### src/rtl/pam_mul_sched.sv
// Four-way round-robin front end sharing one 8x8 PAM approximate multiplier.
// Define PAM_EXACT_EN to build the exact x*y product instead of the approximation.
module pam_mul_sched (
  input  logic        clk,
  input  logic        rst_n,
  input  logic [3:0]  req_valid,
  output logic [3:0]  req_ready,
  input  logic [31:0] req_x,
  input  logic [31:0] req_y,
  output logic        out_valid,
  input  logic        out_ready,
  output logic [15:0] out_z,
  output logic [1:0]  out_id
);

  localparam int NREQ = 4;

  logic [1:0]  r_ptr;
  logic        r_s1_valid;
  logic [7:0]  r_s1_x;
  logic [7:0]  r_s1_y;
  logic [1:0]  r_s1_id;
  logic        r_out_valid;
  logic [15:0] r_out_z;
  logic [1:0]  r_out_id;

  logic        w_s2_load;
  logic        w_s1_load;
  logic        w_fire;
  logic [1:0]  w_win;
  logic [7:0]  w_lane_x [NREQ];
  logic [7:0]  w_lane_y [NREQ];

  genvar gi;
  generate
    for (gi = 0; gi < NREQ; gi++) begin : g_lane
      assign w_lane_x[gi] = req_x[8*gi +: 8];
      assign w_lane_y[gi] = req_y[8*gi +: 8];
    end
  endgenerate

  function automatic logic [15:0] pam_f(input logic [7:0] x, input logic [7:0] y);
    logic [15:0] t0, t1, t2, t3;
    t0 = ({8'd0, y} * {12'd0, x[7:4]}) << 4;
    t1 = {7'd0, (y[6] & x[2]) | (y[5] & x[3]), 8'd0};
    t2 = {5'd0, (y[7] & x[2]) | (y[6] & x[3]), 10'd0};
    t3 = {5'd0, y[7] & x[3], 10'd0};
    return t0 + t1 + t2 + t3;
  endfunction

  function automatic logic [15:0] mul_f(input logic [7:0] x, input logic [7:0] y);
`ifdef PAM_EXACT_EN
    return {8'd0, x} * {8'd0, y};
`else
    return pam_f(x, y);
`endif
  endfunction

  assign w_s2_load = !r_out_valid || out_ready;
  assign w_s1_load = !r_s1_valid || w_s2_load;

  // Scan from the highest offset down so the last hit is the first one after ptr.
  always_comb begin
    w_win = r_ptr;
    for (int k = NREQ - 1; k >= 0; k--) begin
      if (req_valid[r_ptr + 2'(k)]) begin
        w_win = r_ptr + 2'(k);
      end
    end
  end

  assign w_fire    = rst_n && w_s1_load && (|req_valid);
  assign req_ready = w_fire ? (4'b0001 << w_win) : 4'b0000;

  always_ff @(posedge clk or negedge rst_n) begin
    if (!rst_n) begin
      r_ptr      <= '0;
      r_s1_valid <= 1'b0;
      r_s1_x     <= '0;
      r_s1_y     <= '0;
      r_s1_id    <= '0;
    end else if (w_s1_load) begin
      r_s1_valid <= w_fire;
      if (w_fire) begin
        r_s1_x  <= w_lane_x[w_win];
        r_s1_y  <= w_lane_y[w_win];
        r_s1_id <= w_win;
        r_ptr   <= w_win + 2'd1;
      end
    end
  end

  always_ff @(posedge clk or negedge rst_n) begin
    if (!rst_n) begin
      r_out_valid <= 1'b0;
      r_out_z     <= '0;
      r_out_id    <= '0;
    end else if (w_s2_load) begin
      r_out_valid <= r_s1_valid;
      r_out_z     <= mul_f(r_s1_x, r_s1_y);
      r_out_id    <= r_s1_id;
    end
  end

  assign out_valid = r_out_valid;
  assign out_z     = r_out_z;
  assign out_id    = r_out_id;

endmodule

### config.mk
export PLATFORM = sky130hd
export DESIGN_NAME = pam_mul_sched
export DESIGN_NICKNAME = d
export VERILOG_FILES = /design/src/rtl/pam_mul_sched.sv
export SDC_FILE = /design/constraint.sdc
export NUM_CORES = 1
export LEC_CHECK = 0
export ABC_AREA = 1
export CORE_MARGIN = 10
export CORE_UTILIZATION = 50
export DETAILED_ROUTE_END_ITERATION = 12
export PLACE_DENSITY = 0.82
export SLEW_MARGIN = 20
export SYNTH_ARGS = -nofsm -noshare
export SYNTH_HDL_FRONTEND = slang
export SYNTH_SLANG_ARGS = --single-unit
export TNS_END_PERCENT = 100
### constraint.sdc
create_clock -name clk -period 5.8 [get_ports clk]
set_input_delay 1.16 -clock clk [delete_from_list [all_inputs] [get_ports clk]]
set_output_delay 1.16 -clock clk [all_outputs]
set_load 0.005 [all_outputs]
# Word-level counts from Yosys, hierarchy flattened

Cells that the tools add are included.
Widths: inputs -> output; s select.

Mux-type cells: 19
$lt $le $gt $ge: 5
Multiply operators: 1
Shift operators: 1
Add/sub/neg operators: 7
Bitwise operators: 8
Reduce and logical (&&, ||, !) cells: 8

Operators with widths:

| operator            | number |
|---|---|
| $add 16x11->16      | 2 |
| $bmux 8 s2          | 2 |
| $mux 8              | 4 |
| $add 16x9->16       | 1 |
| $lt 2x3->1 const B  | 4 |
| $mul 8x4->12        | 1 |
| $bmux 1 s2          | 4 |
| $mux 2              | 4 |
| $and 1x1->1         | 5 |
| $add 2x1->2 const B | 2 |
| $add 2x2->2 const B | 2 |
| $mux 1              | 4 |
| $mux 4              | 1 |
| $reduce_or 4->1     | 1 |
| $shl 1x2->4 const A | 1 |
| $ge 3x3->1 const B  | 1 |
| $not 2->3           | 1 |
| $logic_and 1x1->1   | 2 |
| $logic_not 1->1     | 2 |
| $logic_or 1x1->1    | 2 |
| $or 1x1->1          | 2 |
| $reduce_and 2->1    | 1 |

Bits of input ports: 71
Word-level logic and storage cells: 57
Bits in registers: 40
Output and inout port bits: 23

# Logic depth before layout (Yosys ltp)

Gate-level depths: netlist of the first run.

Depth after elaboration: 11
Gate-level depth with buffers: 22
Mapped depth without buffers: 21

# Worst setup path before layout of the first run

OpenSTA, ideal clock, no wires.

Kind: register to register
Start point: register r_s1_x[7]
End point: register r_out_z[14] (netlist: out_z[14])
Clock period less this slack: 3.947 ns
Path slack: 1.853 ns
Cell stages (with the launch flop): 20
Library setup time: 0.118 ns
Required time: 5.682 ns
Buffers on the path: 1
Arrival time: 3.829 ns
Path through: dfrtp_1 > clkbuf_1 > nand2_1 > fa_1 > fa_1 > inv_1 > fa_1 > nand3_1 > nand3_1 > xor2_1 > fa_1 > inv_1 > ha_1 > nand2_1 > o21ai_0 > inv_1 > nor2_1 > nand4_1 > nand3_1 > nand2_1

Cells in the longest elaborated chain, start to end: 4

Ends and longest elaborated chain:

| item                         | RTL line | RTL |
|---|---|---|
| start: declaration           | 20       | `logic [7:0] r_s1_x;` |
| start signal: assignment     | 85       | `r_s1_x <= w_lane_x[w_win];` |
| $mul 8x4->12                 | 44       | `t0 = ({8'd0, y} * {12'd0, x[7:4]}) << 4;` |
| $add 16x9->16                | 48       | `return t0 + t1 + t2 + t3;` |
| $add 16x11->16 (2 in series) | 48       |  |
| end signal: assignment       | 100      | `r_out_z <= mul_f(r_s1_x, r_s1_y);` |
| end: declaration             | 24       | `logic [15:0] r_out_z;` |

Every way passes these cells.
A chain may end at the register's enable or synchronous reset.

# Final worst setup path of the first run

Start point: input req_valid[3]
End point: output req_ready[3]

Cells in the longest elaborated chain, start to end: 8

Ends and longest elaborated chain:

| item                         | RTL line | RTL |
|---|---|---|
| start: declaration           | 6        | `input logic [3:0] req_valid,` |
| $bmux 1 s2                   | 66       | `if (req_valid[r_ptr + 2'(k)]) begin` |
| $mux 1 (not written as such) | 66       |  |
| $mux 2 (4 in series)         | 66       |  |
| $shl 1x2->4                  | 73       | `assign req_ready = w_fire ? (4'b0001 << w_win) : 4'b0000;` |
| $mux 4 (*)                   | 73       |  |
| end: declaration             | 7        | `output logic [3:0] req_ready,` |

Mark *: on every way between the ends. The rest lies on a longest branch, timed or not. The select of a mux whose other input is x is not followed.

==> qor.txt, run 1 <==
Clk root buf - clkbuf_8
Congestion Overflow GR - 0
Post-CTS sizing - 0
Area of the mapped netlist - 0.00366 sq mm
Hold Buf Count CTS - 0
Initial DRC Count - 147
Fin util - 63.7%
Row Count - 31
Share of cells above drive strength 1 - 7.33%
Postcts setup bufs - 0
Die width - 106 microns
CP cell instances - clkdlybuf4s50_1 > inv_1 > nand2_1 > and2_4 > nand2_2 > nand2_1 > inv_2 > nand2_2 > nand2_2 > nand2_2 > ha_1 > inv_1 > nor2_1 > clkdlybuf4s50_1
DR DRC count - 0
Distinct cells, synth - 31
Core area - 0.00718 sq mm
Num CTS Buffers - 5
Yosys warning count - 0
Antenna Cells - 0
Die area - 0.0111 sq mm
Worst setup startpoint - req_valid[3]
# nets final - 748
RSZ-0062 raised after global routing - false
Leakage - 2.71 nW
Finished Layout Cells - 740
Vias - 3549
DP Wirelength - 7280 microns
Reg2Reg Depth - 18
Final Hold Fails - 0
Wirelength per Cell - 11.8 microns
Share of the yosys chip area belonging to registers - 23.2%
Routed wire length - 8760 microns
Worst setup SP type - input port
Setup violations, final - 0
Area Overhead vs Synth - 24.9%
Flop2flop setup slack - 1.46 ns
Crit path DAT - 3.62 ns
Die Y - 106 microns
First-pass GRT wire length - 15700 microns
Initial Util - 51.0%
Seq cells post-synth - 34
Origin of the critical flop-to-flop path - r_s1_x[7]$_DFFE_PN0P_
Tcrit/Tclk final - 82.3%
PD cells - 581 mW/mm^2
Vias/cell - 4.80
Initial antenna violation count - 0
Worst path required time - 4.64 ns
Placed insts - 732
Outcome - finished, final reports clean
Worst setup path end - req_ready[3]
Port Buf Inserts - 81
GPL Wtd Cong - 0.904
CP Capture Type - primary output
Via count of the first global-routing pass - 3705
Clock Sinks - 34
Mapped Cells - 568
# Max-Cap Violations - 0
Fin Setup TNS - 0 ns
Post-Route Skew - 0.00545 ns
Slowest-stage cell, CP - clkdlybuf4s50_1
Worst-Margin Slew - 0.556 ns
Tmin final - 4.78 ns
Max-slew violation count - 0
Drt pass-1 iters - 6
Min-delay worst type - flip-flop to flip-flop
Worst reg2reg endpoint - out_z[14]$_DFFE_PN0P_
Worst-case clock buffer depth - 2
Crit path top cell by count - nand2_2
Gr usage total - 16.2%
Fin Hold WS - 0.468 ns
Max Clk Rate - 209 MHz
I/O pin cnt - 94
TritonCTS clock tree - yes
Critical Path Fanout Max - 32
Clock Latency Late Sink - 0.29 ns
Critical Path Max Stage Delay - 0.54 ns
Hold Path Cell Cnt - 2
Htree depth - 2
Slew HR - 62.8%
Mean Syn Cell Area - 6.45 sq um
CP Class - input port to primary output
Peak supply drop - 263 uV
Pin count of the biggest net entering global routing - 36
Clock slew at reported path FFs - 0.07 ns
Final ANT Viol Nets - 0
-- sequential cells by signal, summed over array words and instances, names as in the netlist --
name / count
out_valid: 1
r_ptr: 2
out_z: 12
r_s1_y: 8
out_id: 2
r_s1_x: 6
r_s1_valid: 1
r_s1_id: 2
-- cell usage in the layout, fill, tap and decap left out, types with 5 or more instances in the layout --
| cell type | count |
|---|---|
| nand2_1 | 202 |
| inv_1 | 130 |
| clkdlybuf4s50_1 | 81 |
| nand3_1 | 61 |
| dfrtp_1 | 34 |
| ha_1 | 24 |
| nand3_2 | 16 |
| fa_1 | 13 |
| nor2_1 | 11 |
| o21ai_0 | 10 |
| nand2_2 | 9 |
| clkbuf_8 | 6 |
| buf_4 | 6 |
| xor2_1 | 5 |
| a21oi_1 | 5 |
| nand4_1 | 5 |
-- worst min-delay path by stage --
stage                                       from                     to  slack (ns)
after floorplan           r_s1_valid$_DFFE_PN0N_  out_valid$_DFFE_PN0P_        0.42
after global placement    r_s1_valid$_DFFE_PN0N_  out_valid$_DFFE_PN0P_        0.43
after CTS                 r_s1_valid$_DFFE_PN0N_  out_valid$_DFFE_PN0P_        0.47
after global routing      r_s1_valid$_DFFE_PN0N_  out_valid$_DFFE_PN0P_        0.49
final                     r_s1_valid$_DFFE_PN0N_  out_valid$_DFFE_PN0P_        0.47
after detailed placement  r_s1_valid$_DFFE_PN0N_  out_valid$_DFFE_PN0P_        0.45
-- routing by layer --
layer | global-route usage (%) | part of all wire [%]
met5 | 0 | 0
met2 | 28.0 | 47
met3 | 6.64 | 10
met4 | 4.55 | 1.2
met1 | 18.1 | 41
-- critical path, delay by kind of cell --
| family | cells | cell delay, ns |
|---|---|---|
| buf+inv | 5 | 1.19 |
| simple gates | 8 | 1.03 |
| fa+ha+maj | 1 | 0.24 |
-- cell families (layout without fill, tap and decap cells) --
logic type                 after synthesis  count (layout)  share of synthesized area, %
other                                    1               4                         0.102
and+or+nand+nor                        306             306                          37.3
DFF                                     34              34                          23.2
adders and majority gates               37              37                          15.3
buffers and inverters                  161             231                          18.9
AOI/OAI and AO/OA                       23              23                          3.72
xor gates and xnor gates                 6               6                          1.43
-- synthesized netlist by cell type, drive strengths merged --
cell / instances / area share [%]
a21oi: 5 / 0.68
a22o: 1 / 0.24
a31oi: 1 / 0.17
and2: 1 / 0.24
buf: 17 / 4.0
clkbuf: 8 / 0.82
clkinv: 1 / 0.10
conb: 1 / 0.10
dfrtp: 34 / 23
fa: 13 / 7.1
ha: 24 / 8.2
inv: 135 / 14
nand2: 211 / 22
nand3: 77 / 13
nand4: 5 / 0.85
nor2: 12 / 1.3
o21a: 1 / 0.21
o21ai: 11 / 1.6
o21bai: 3 / 0.61
o31ai: 1 / 0.21
xnor2: 1 / 0.24
xor2: 5 / 1.2
-- power breakdown --
part / leakage (nW) / internal (mW) / switching [mW]
logic: 2.24 / 0.780 / 1.22
clock network: 0.0472 / 0.0952 / 0.0873
registers: 0.421 / 0.351 / 0.126
-- layout make-up --
class,count,area (sq um)
sequential,34,851
tap,99,124
fill,625,2600
multi-input combinational,376,2130
timing repair buffer,87,856
clock buffer,6,82.6
inverter,136,515
clock inverter,2,12.5
-- stage by stage --
stage | setup slack [ns] | cell area (sq um) | total power [mW]
floorplan | 1.85 | 3670 | 2.01
CTS | 1.02 | 4570 | 2.66
detailed placement | 1.03 | 4480 | 2.46
global route | 0.804 | 4570 | 3.01
finish | 1.02 | 4570 | 2.66
global placement | 1.12 | 4480 | 2.33
No activity file was read; power rests on OpenSTA's default activity.
==> run 2: changes to the inputs <==
- CORE_UTILIZATION: 50 -> 46
- PLACE_DENSITY: 0.82 -> 0.8
- clock period: 5.8 -> 4 ns (I/O delays scaled with it)
==> qor.txt, run 2 (same netlist as run 1, synthesis figures left out) <==
Worst-case clock buffer depth - 2 (unchanged)
Worst setup path end - out_z[14]$_DFFE_PN0P_
Pin count of the biggest net entering global routing - 35 (-2.8%)
Crit path top cell by count - inv_1
DR DRC count - 0 (unchanged)
Total power - 4.27 mW (+61%)
Gr usage total - 14.8% (-1.4 points)
Worst reg2reg endpoint - out_z[14]$_DFFE_PN0P_
Hold Startpoint - r_s1_valid$_DFFE_PN0N_
Worst setup startpoint - r_s1_x[7]$_DFFE_PN0P_
Outcome - finished, final reports clean
Post-Route Skew - 0.00463 ns (-0.000818 ns)
Worst slack, placed - 0.0103 ns (-1.02 ns)
Leakage - 2.79 nW (+3.0%)
I/O pin cnt - 94 (unchanged)
Clk root buf - clkbuf_8
Area Overhead vs Synth - 31.2%
Setup violations, final - 0 (unchanged)
CP cell instances - buf_6 > nand2_1 > inv_1 > fa_1 > inv_1 > fa_1 > inv_1 > ha_1 > inv_2 > o21ai_1 > o21bai_4 > a21oi_2 > xor2_2 > ha_4 > nand2_1 > o21ai_2 > inv_1 > nor2_2 > nand4_1 > nand3_1 > nand2_1
Antenna Cells - 0 (unchanged)
Reg2Reg Depth - 21 (+3)
Clock Sinks - 34 (unchanged)
Final Hold Fails - 0 (unchanged)
Worst path required time - 4.19 ns (-0.45 ns)
Core area - 0.00773 sq mm (+7.7%)
Num CTS Buffers - 5 (unchanged)
Share of cells above drive strength 1 - 13.1% (+5.8 points)
Peak supply drop - 510 uV (+93%)
Max Clk Rate - 263 MHz
Max FFs per register - 12 (unchanged)
Congestion Overflow GR - 0 (unchanged)
Buffers & Inverters on Critical Path - 6 (+1)
Commonest non-fill, non-tap cell in the layout - nand2_1
Htree depth - 2 (unchanged)
Routed wire length - 8940 microns (+2.0%)
Final instance area - 0.00480 sq mm (+5.1%)
Most frequent cells in the layout - nand2_1, inv_1, clkdlybuf4s50_1
Die width - 109 microns (+3.4%)
GPL Wtd Cong - 0.876 (-3.1%)
# nets final - 762 (+1.9%)
Drt pass-1 iters - 4 (-2)
Row Count - 32 (+3.2%)
Die area - 0.0119 sq mm (+7.0%)
TritonCTS clock tree - yes
Port Buf Inserts - 81 (unchanged)
Critical Path Fanout Max - 5 (-84%)
Origin of the critical flop-to-flop path - r_s1_x[7]$_DFFE_PN0P_
Clock slew at reported path FFs - 0.07 ns (about the same)
DP Wirelength - 7200 microns (-1.0%)
Final ANT Viol Nets - 0 (unchanged)
# Max-Cap Violations - 0 (unchanged)
Worst Slack Setup Final - 0.197 ns (-0.827 ns)
Initial Util - 47.4% (-3.6 points)
Crit path DAT - 3.99 ns (+0.37 ns)
Hold Buf Count CTS - 0 (unchanged)
DP Area - 0.00458 sq mm (+2.3%)
Slowest-stage cell, CP - fa_1
Critical path's top delay family - adder cells
Die Y - 109 microns (+3.4%)
Clock Latency Late Sink - 0.29 ns (about the same)
Wirelength per Cell - 11.8 microns (-0.25%)
PD cells - 888 mW/mm^2 (+53%)
Vias/cell - 4.72 (-1.6%)
Critical Path Max Stage Delay - 0.53 ns (about the same)
Vias - 3571 (+0.62%)
CP Capture Type - flip-flop
Initial DRC Count - 181 (+23%)
Initial antenna violation count - 0 (unchanged)
Tcrit/Tclk final - 95.1%
First-pass GRT wire length - 14700 microns (-6.8%)
Stages on worst setup path - 21 (+7)
Flop2flop setup slack - 0.20 ns (-1.26 ns)
Via count of the first global-routing pass - 3471 (-6.3%)
Min-delay worst type - flip-flop to flip-flop
CP Class - flip-flop to flip-flop
Tmin final - 3.80 ns
Fin util - 62.2% (-1.6 points)
Fin Hold WS - 0.450 ns (-0.0178 ns)
Max-slew violation count - 0 (unchanged)
Worst setup SP type - flip-flop
## run 2: worst min path at each step
| stage | endpoint | slack, ns | depth (start not counted) |
|---|---|---|---|
| after floorplan | out_valid$_DFFE_PN0P_ | 0.42 | 2 |
| after global placement | out_valid$_DFFE_PN0P_ | 0.43 | 2 |
| after detailed placement | out_valid$_DFFE_PN0P_ | 0.44 | 2 |
| after CTS | out_valid$_DFFE_PN0P_ | 0.45 | 2 |
| after global routing | out_id[1]$_DFFE_PN0P_ | 0.50 | 2 |
| final | out_valid$_DFFE_PN0P_ | 0.45 | 2 |
## run 2: stage by stage
stage,TNS (ns),std cells
after floorplan,0,571
final,0,757
after global routing,-0.0324,757
after global placement,0,748
after CTS,0,756
after detailed placement,0,748
## run 2: worst register-to-register path, stage by stage, from the launching register on
cell and delay, ns:
dfrtp_2 0.45, buf_6 0.14, nand2_1 0.05, inv_1 0.05
fa_1 0.53, inv_1 0.06, fa_1 0.52, inv_1 0.04
ha_1 0.30, inv_2 0.06, o21ai_1 0.16, o21bai_4 0.16
a21oi_2 0.06, xor2_2 0.19, ha_4 0.28, nand2_1 0.06
o21ai_2 0.13, inv_1 0.07, nor2_2 0.13, nand4_1 0.11
nand3_1 0.10, nand2_1 0.05
## run 2: metal layers
layer / global-route usage, % / vias up / share of wire [%]
li1: - / 1855 / -
met1: 17.1 / 1579 / 44
met2: 24.9 / 119 / 45
met3: 5.84 / 18 / 9.2
met4: 4.18 / 0 / 1.6
met5: 0 / - / 0
## run 2: report_power, final
part	switching, mW	total, mW	internal, mW
registers	0.167	0.680	0.513
clock network	0.129	0.268	0.139
logic	1.94	3.32	1.38
total	2.24	4.27	2.03
## run 2: layout make-up
cell class              instances  area [sq um]
fillers                       673          2920
repair buffers                101           965
multi-input cells             376          2250
clock buffers                   7          86.3
inverters                     136           515
flip-flops and latches         34           856
well taps                     102           128
clock inverters                 1          5.00
## run 2: repair_timing
action	4_1_cts	5_1_grt
endpoints found under the setup margin	1	4
buffers inserted	0	1
pin swaps	0	9
resized for setup	2	30
==> run 3: changes to the inputs <==
- CORE_UTILIZATION: 46 -> 50
- PLACE_DENSITY: 0.8 -> 0.82
- clock period: 4 -> 4.39 ns (I/O delays scaled with it)
==> qor.txt, run 3 (same netlist as run 1, synthesis figures left out) <==
Outcome - finished, final reports clean
Gr usage total - 16.3% (+1.5 points)
Crit path DAT - 4.27 ns (+0.28 ns)
CP cell instances - nand2_1 > inv_1 > fa_1 > inv_1 > fa_1 > inv_1 > ha_1 > nand3_1 > nand3_2 > xor2_2 > fa_1 > inv_1 > ha_1 > nand2_1 > nand2_1 > nand3_1 > nor2_2 > nand3_1 > nand3_1 > nand2_1
Vias/cell - 4.73 (+0.19%)
Routed wire length - 8820 microns (-1.3%)
I/O pin cnt - 94 (unchanged)
Met3 GRT Util - 6.27% (+0.43 points)
Worst-case clock buffer depth - 2 (unchanged)
Pin count of the biggest net entering global routing - 35 (unchanged)
GPL Wtd Cong - 0.896 (+2.2%)
Met2 Use GR - 27.0% (+2.1 points)
Setup violations, final - 0 (unchanged)
Met1 usage - 19.8% (+2.6 points)
Die Y - 106 microns (-3.3%)
Max FFs per register - 12 (unchanged)
Antenna Cells - 0 (unchanged)
Peak supply drop - 403 uV (-21%)
Total power - 3.52 mW (-18%)
Finished Layout Cells - 741 (-2.1%)
CP Capture Type - flip-flop
Worst setup SP type - flip-flop
Critical Path Max Stage Delay - 0.55 ns (+0.02 ns)
First-pass GRT wire length - 15900 microns (+8.4%)
Initial antenna violation count - 0 (unchanged)
Most frequent cells in the layout - nand2_1, inv_1, clkdlybuf4s50_1
PD cells - 765 mW/mm^2 (-14%)
Via count of the first global-routing pass - 3624 (+4.4%)
Share of cells above drive strength 1 - 8.26% (-4.9 points)
Die area - 0.0111 sq mm (-6.6%)
Commonest non-fill, non-tap cell in the layout - nand2_1
Max Clk Rate - 245 MHz (-6.8%)
Hold Path Cell Cnt - 2 (unchanged)
Clock Latency Late Sink - 0.29 ns (about the same)
Row Count - 31 (-3.1%)
Core area - 0.00718 sq mm (-7.1%)
WHS Endpoint - out_valid$_DFFE_PN0P_
Max-slew violation count - 0 (unchanged)
Vias - 3502 (-1.9%)
Leakage - 2.72 nW (-2.5%)
Clock Sinks - 34 (unchanged)
Clk root buf - clkbuf_8
Placed insts - 733 (-2.0%)
Worst reg2reg endpoint - out_z[15]$_DFFE_PN0P_
DR DRC count - 0 (unchanged)
Flop2flop setup slack - 0.31 ns (+0.11 ns)
Worst path required time - 4.57 ns (+0.38 ns)
Origin of the critical flop-to-flop path - r_s1_x[7]$_DFFE_PN0P_
Congestion Overflow GR - 0 (unchanged)
Drt pass-1 iters - 4 (unchanged)
Die width - 106 microns (-3.3%)
Port Buf Inserts - 81 (unchanged)
Initial DRC Count - 196 (+8.3%)
Wirelength per Cell - 11.9 microns (+0.79%)
Area Overhead vs Synth - 25.5%
Fin Setup TNS - 0 ns (unchanged)
Post-Route Skew - 0.00484 ns (+0.000209 ns)
CP Class - flip-flop to flip-flop
DP Wirelength - 7320 microns (+1.6%)
# Max-Cap Violations - 0 (unchanged)
Htree depth - 2 (unchanged)
# nets final - 749 (-1.7%)
TritonCTS clock tree - yes
Critical Path Fanout Max - 9 (+4)
Reg2Reg Depth - 20 (-4.8%)
DP Area - 0.00449 sq mm (-2.0%)
RSZ-0062 raised after global routing - false
Final Hold Fails - 0 (unchanged)
Tcrit/Tclk final - 93.0% (-2.1 points)
Initial Util - 51.0% (+3.6 points)
Slowest-stage cell, CP - fa_1
Final ANT Viol Nets - 0 (unchanged)
Num CTS Buffers - 5 (unchanged)
Final instance area - 0.00460 sq mm (-4.3%)
Min-delay worst type - flip-flop to flip-flop
Hold Startpoint - r_s1_valid$_DFFE_PN0N_
Tmin final - 4.08 ns (+0.279 ns)
Clock slew at reported path FFs - 0.07 ns (about the same)
Busiest layer in global routing - met2
## run 3: repair_timing
item / in CTS / in global routing
endpoints found under the setup margin: 0 / 2
hold buffers: 0 / 0
endpoints found under the hold margin: 0 / 0
setup buffers: 0 / 0
gates resized for setup: 0 / 7
## run 3: metal layers
layer,wire length (microns),vias up
met3,781,12
met4,85,0
met1,3870,1551
met5,0,-
li1,-,1823
met2,4090,116
## run 3: worst max path at each step
| stage | from | endpoint | slack, ns | cells after the start |
|---|---|---|---|---|
| 5_1_grt | r_s1_x[5]$_DFFE_PN0P_ | out_z[14]$_DFFE_PN0P_ | 0.02 | 20 |
| 2_1_floorplan | r_s1_x[7]$_DFFE_PN0P_ | out_z[14]$_DFFE_PN0P_ | 0.44 | 19 |
| 3_3_place_gp | r_s1_x[7]$_DFFE_PN0P_ | out_z[14]$_DFFE_PN0P_ | 0.30 | 18 |
| 3_5_place_dp | r_s1_x[7]$_DFFE_PN0P_ | out_z[14]$_DFFE_PN0P_ | 0.21 | 18 |
| 4_1_cts | r_s1_x[7]$_DFFE_PN0P_ | out_z[14]$_DFFE_PN0P_ | 0.20 | 18 |
| 6_report | r_s1_x[7]$_DFFE_PN0P_ | out_z[15]$_DFFE_PN0P_ | 0.31 | 20 |
## run 3: final cells by class
class | instances | area [sq um]
inverter | 136 | 515
timing repair buffer | 88 | 863
tap | 99 | 124
sequential | 34 | 853
clock buffer | 7 | 86.3
clock inverter | 1 | 5.00
multi-input combinational | 376 | 2150
fill | 627 | 2580
## run 3: stage by stage
step	utilization [%]	setup WS [ns]	hold slack (ns)
floorplan	-	0.443	0.423
global placement	62.5	0.299	0.429
detailed placement	62.5	0.214	0.446
CTS	63.8	0.200	0.461
global route	64.1	0.0242	0.480
finish	64.1	0.308	0.459
## run 3: where the power goes
part	internal [mW]	total (mW)	switching, mW
registers	0.466	0.635	0.170
clock network	0.126	0.239	0.112
logic	1.04	2.64	1.60
total	1.63	3.52	1.88
## run 3: critical path: cells and delay by family (launching register included)
| kind | cells | cell delay [ns] |
|---|---|---|
| xor gates and xnor gates | 1 | 0.18 |
| adders and majority gates | 5 | 2.06 |
| and+or+nand+nor | 10 | 1.00 |
| buffers and inverters | 4 | 0.25 |
| DFF | 1 | 0.48 |
==> RTL change 1, RTL diff (settings of run 1) <==
Make the reset (`rst_n`) synchronous in 2 clocked blocks.
--- a/src/rtl/pam_mul_sched.sv
+++ b/src/rtl/pam_mul_sched.sv
@@ -72,7 +72,7 @@
   assign w_fire    = rst_n && w_s1_load && (|req_valid);
   assign req_ready = w_fire ? (4'b0001 << w_win) : 4'b0000;
 
-  always_ff @(posedge clk or negedge rst_n) begin
+  always_ff @(posedge clk) begin
     if (!rst_n) begin
       r_ptr      <= '0;
       r_s1_valid <= 1'b0;
@@ -90,7 +90,7 @@
     end
   end
 
-  always_ff @(posedge clk or negedge rst_n) begin
+  always_ff @(posedge clk) begin
     if (!rst_n) begin
       r_out_valid <= 1'b0;
       r_out_z     <= '0;
Behaviour: differs if rst_n is asserted again (counterexample within 4 cycles, from zero or initial values and one cycle with rst_n low); with rst_n held inactive, the same outputs for 4 cycles.
==> RTL change 1 against run 1 <==
Design area fell by 2.8%; sequential cell count stayed put; worst setup slack improved by 0.029 ns; register-to-register slack better by 0.02 ns; critical endpoint is now req_ready[0]; area after synthesis is 2.1% lower; wire length is 3.9% lower.
Power is not compared: it rests on default switching activity, and its combinational part moved more than twofold at a synthesized area within 25%.
==> RTL change 1: results (changes against run 1) <==
metric,value,unit,change
fin. max-slew vios,0,,unchanged
Reg area,681,um^2,was 851 um^2
crit path launch,req_valid[0],,was req_valid[3]
GR Util All Layers,15.5,%,was 16.2%
Crit Reg-Reg Endpoint,out_z[15],,was out_z[14]
hold path start,out_z[7],,was r_s1_valid
CP Capture Point,req_ready[0],,was req_ready[3]
Hold Path Class,flop to flop,,unchanged
Multi-input gate area,2140,um^2,was 2130 um^2
Netlist cell types,33,,was 31
non-clk buf share,18.9,%,was 18.7%
WHS Endpoint,out_z[7],,was out_valid
total placed cells including tap cells,733,,was 732
Nets,752,,was 748
r2r worst-path depth,19,,was 18
Synth Instances,578,,was 568
worst r2r src,r_s1_x[7],,unchanged
final std cells w/o fill,740,,unchanged
worst clock skew,0.00662,ns,was 0.00545 ns
syn avg cell area,6.20,um^2,was 6.45 um^2
outcome,completed,,unchanged
Placed Area,4370,um^2,was 4480 um^2
dpl hpwl,7.07,mm,was 7.28 mm
Worst Path Arrival,3.59,ns,was 3.62 ns
FILL cells,633,,was 625
min cycle time layout,4.75,ns,was 4.78 ns
clk tree area frac,1.77,%,was 2.08%
leading cell types by total area after synthesis,"dfxtp_1, inv_1, nand2_1",,"was dfrtp_1, nand2_1, inv_1"
largest net degree at the start of global routing,33,,was 36
Vias per Instance,4.74,,was 4.80
ys async rst share,0,%,was 100%
count of multi-input gates,363,,was 376
Place WS,1.05,ns,was 1.03 ns
H-tree Lvls,2,,unchanged
DRT iter0 DRCs,134,,was 147
P&R area growth vs syn,24.0,%,was 24.9%
"setup slack, reg-to-reg",1.48,ns,was 1.46 ns
Post-synth top cells,"inv_1, nand2_1, nand3_1, dfxtp_1, nor2_1",,"was nand2_1, inv_1, nand3_1, dfrtp_1, ha_1"
Non-Clock Buffer Count,85,,was 87
vias in the first global route,3479,,was 3705
layout cells sized above 1,6.06,%,was 7.33%
sequential area share after synthesis,19.0,%,was 23.2%
hold path depth,2,,unchanged
Non-clk invs,155,,was 136
Slew headroom,58.6,%,was 62.8%
first-pass GRT wire length,15.0,mm,was 15.7 mm
gp weighted congestion,0.862,,was 0.904
WL/cell,11.4,um,was 11.8 um
==> RTL change 1: cell count changes after synthesis, sizes merged, moves of 12 or more <==
cell	before	now
nand2	211	131
dfrtp	34	0
dfxtp	0	34
nor2	12	34
inv	135	155
nand3	77	92
a21oi	5	17
==> RTL change 1: critical path, cell delays in order <==
cell             delay [ns]
clkdlybuf4s50_1        0.51
inv_1                  0.05
nand2_1                0.09
nand3_1                0.10
nand2_1                0.08
inv_1                  0.04
nand2_1                0.06
nand2_2                0.06
nand2_2                0.06
nand2_2                0.06
nand2_2                0.42
inv_1                  0.14
ha_1                   0.23
inv_1                  0.05
nor2_1                 0.03
clkdlybuf4s50_1        0.45
==> RTL change 1: per-layer routing <==
layer	GRT usage [%]	vias to the layer above	routed length, um
li1	-	1860	-
met1	17.4	1532	3760
met2	26.8	103	3860
met3	5.10	13	597
met4	5.88	0	204
met5	0	-	0
==> RTL change 1: per-stage QoR <==
stage                     hold slack [ns]  util (%)
after detailed placement            0.472      63.6
final                               0.485      64.7
after floorplan                     0.436         -
after CTS                           0.483      64.7
after global routing                0.505      64.7
after global placement              0.444      63.6
==> RTL change 1: power groups by stage <==
stage | clock network, mW | logic [mW] | registers [mW]
after floorplan | 0 | 0.619 | 0.314
after global placement | 0 | 0.732 | 0.339
after detailed placement | 0 | 0.755 | 0.341
after CTS | 0.171 | 0.760 | 0.336
after global routing | 0.177 | 0.874 | 0.343
final | 0.167 | 0.757 | 0.338
==> RTL change 1: cell families after synthesis <==
family | share of synthesized area (%)
AOI/OAI and AO/OA | 8.55
xor gates and xnor gates | 1.71
adders and majority gates | 15.6
buffers and inverters | 21.6
DFF | 19.0
other | 0.105
and+or+nand+nor | 33.4
==> RTL change 2, RTL diff (config.mk and constraints of run 1) <==
Without the edit above. Add a define of `PAM_EXACT_EN`.
--- a/src/rtl/pam_mul_sched.sv
+++ b/src/rtl/pam_mul_sched.sv
@@ -1,5 +1,7 @@
 // Four-way round-robin front end sharing one 8x8 PAM approximate multiplier.
 // Define PAM_EXACT_EN to build the exact x*y product instead of the approximation.
+`define PAM_EXACT_EN
+
 module pam_mul_sched (
   input  logic        clk,
   input  logic        rst_n,
Formal check against the unedited RTL: not equivalent (Yosys sat finds a counterexample within 4 cycles, from zero or initial values and one cycle with rst_n low).
==> RTL change 2 against run 1 <==
Fmax shrank 9.4%; register-to-register slack worse by 0.16 ns; critical endpoint is now req_ready[0]; sequential cell count up 6; design area rose by 28%; hold slack improved by 0.0029 ns; area after synthesis rose by 31%; clock skew grew 0.011 ns; worst setup slack lost 0.50 ns; wire length rose by 32%; utilization shrank 0.70 points.
Power is not shown: default switching activity piles up to over one toggle a cycle in this logic, so the estimate is an artifact.
==> RTL change 2: results (changes against run 1) <==
metric,value,unit,change
outcome,completed,,unchanged
layout cells sized above 1,3.15,%,was 7.33%
Slew headroom,58.6,%,was 62.8%
total placed cells including tap cells,915,,was 732
Setup Buffers After CTS,0,,unchanged
antenna violations before repair,0,,unchanged
Post-synth top cells,"nand2_1, inv_1, nand3_1, dfrtp_1, ha_1",,unchanged
Nets,940,,was 748
leading cell types by total area after synthesis,"dfrtp_1, nand2_1, fa_1",,"was dfrtp_1, nand2_1, inv_1"
final std cells w/o fill,923,,was 740
vias in the first global route,4633,,was 3705
max reg flops,16,,was 12
Synth Net Count,872,,
Top delay family on crit path,simple AND/OR/NAND/NOR gates,,was buffers and inverters
port buffer count,93,,was 81
largest net degree at the start of global routing,42,,was 36
Netlist cell types,31,,unchanged
H-tree Lvls,2,,unchanged
Vias per Instance,4.85,,was 4.80
GR Util All Layers,16.9,%,was 16.2%
yosys warns,0,,unchanged
sequential area share after synthesis,20.9,%,was 23.2%
worst clock skew,0.0166,ns,was 0.00545 ns
Worst Path Arrival,4.11,ns,was 3.62 ns
clk buf depth,2,,unchanged
dpl hpwl,9.72,mm,was 7.28 mm
Clock Root Buffer,clkbuf_8,,unchanged
critical path's largest stage delay,0.54,ns,about the same
CP Max Fanout,36,,was 32
DR pass1 iterations,5,,was 6
Antenna Cells,0,,unchanged
Synth Instances,725,,was 568
Worst-path clk slew,0.09,ns,was 0.07 ns
"Clk Latency, worst-skew pair",0.30,ns,
total wire length,11.6,mm,was 8.76 mm
Crit-path slowest cell,nand2_4,,was clkdlybuf4s50_1
Max-cap violations,0,,unchanged
"setup slack, reg-to-reg",1.30,ns,was 1.46 ns
DRT iter0 DRCs,178,,was 147
r2r worst-path depth,18,,unchanged
gp weighted congestion,0.871,,was 0.904
hold path depth,2,,unchanged
Hold Path Class,flop to flop,,unchanged
CTS resizes,0,,unchanged
FILL cells,843,,was 625
ys async rst share,100,%,unchanged
first-pass GRT wire length,20.5,mm,was 15.7 mm
CTS Buf Count,5,,unchanged
## RTL change 2: worst paths after layout
| path | startpoint | to |
|---|---|---|
| setup reg to reg | r_s1_x[0] | out_z[13] |
| hold / removal | r_s1_valid | out_valid |
| setup / recovery | req_valid[1] | req_ready[0] |
| min in group asynchronous | rst_n | out_z[5] |
| max in group asynchronous | rst_n | r_s1_x[6] |
| hold reg to reg | r_s1_valid | out_valid |
## RTL change 2: layer usage
layer  up-vias  wire, um  GRT usage, %  part of all wire, %
li1       2257         -             -                    -
met2       139      5480          28.2                   47
met4         0       126          3.63                  1.1
met5         -         0             0                    0
met3        13       978          5.71                  8.4
met1      2066      5010          20.6                   43
## RTL change 2: final cells by class
class                      count  area, um^2  share of cell area (%)
timing repair buffer          96         948                    16.2
inverter                     190         716                    12.2
multi-input combinational    460        2900                    49.6
clock buffer                   6        82.6                    1.41
tap                          129         161                    2.76
clock inverter                 2        38.8                   0.663
sequential                    40        1000                    17.1
## RTL change 2: cells by family (layout without fill, tap and decap cells)
family                   after synthesis  in the layout  synth area share (%)
AO/OA/AOI/OAI                         35             35                  4.10
buffers and inverters                225            294                  18.6
flip-flops                            40             40                  20.9
XOR/XNOR                               6              6                  1.10
adder cells (fa/ha/maj)               76             76                  25.5
AND/OR/NAND/NOR                      343            343                  29.9
## RTL change 2: through the flow
step                instance area (um^2)  hold slack, ns  setup slack (ns)  utilization [%]
floorplan                           4790           0.423              1.54                -
global placement                    5730           0.439             0.733             61.7
detailed placement                  5730           0.456             0.587             61.7
CTS                                 5850           0.476             0.574             63.0
global route                        5850           0.505             0.340             63.0
finish                              5850           0.471             0.526             63.0
## RTL change 2: worst register-to-register path: cells and delay by family (launching register included)
family / cells / cell delay (ns)
AO/OA/AOI/OAI: 2 / 0.42
flip-flops: 1 / 0.54
buffers and inverters: 4 / 0.20
AND/OR/NAND/NOR: 7 / 0.79
adder cells (fa/ha/maj): 5 / 2.46
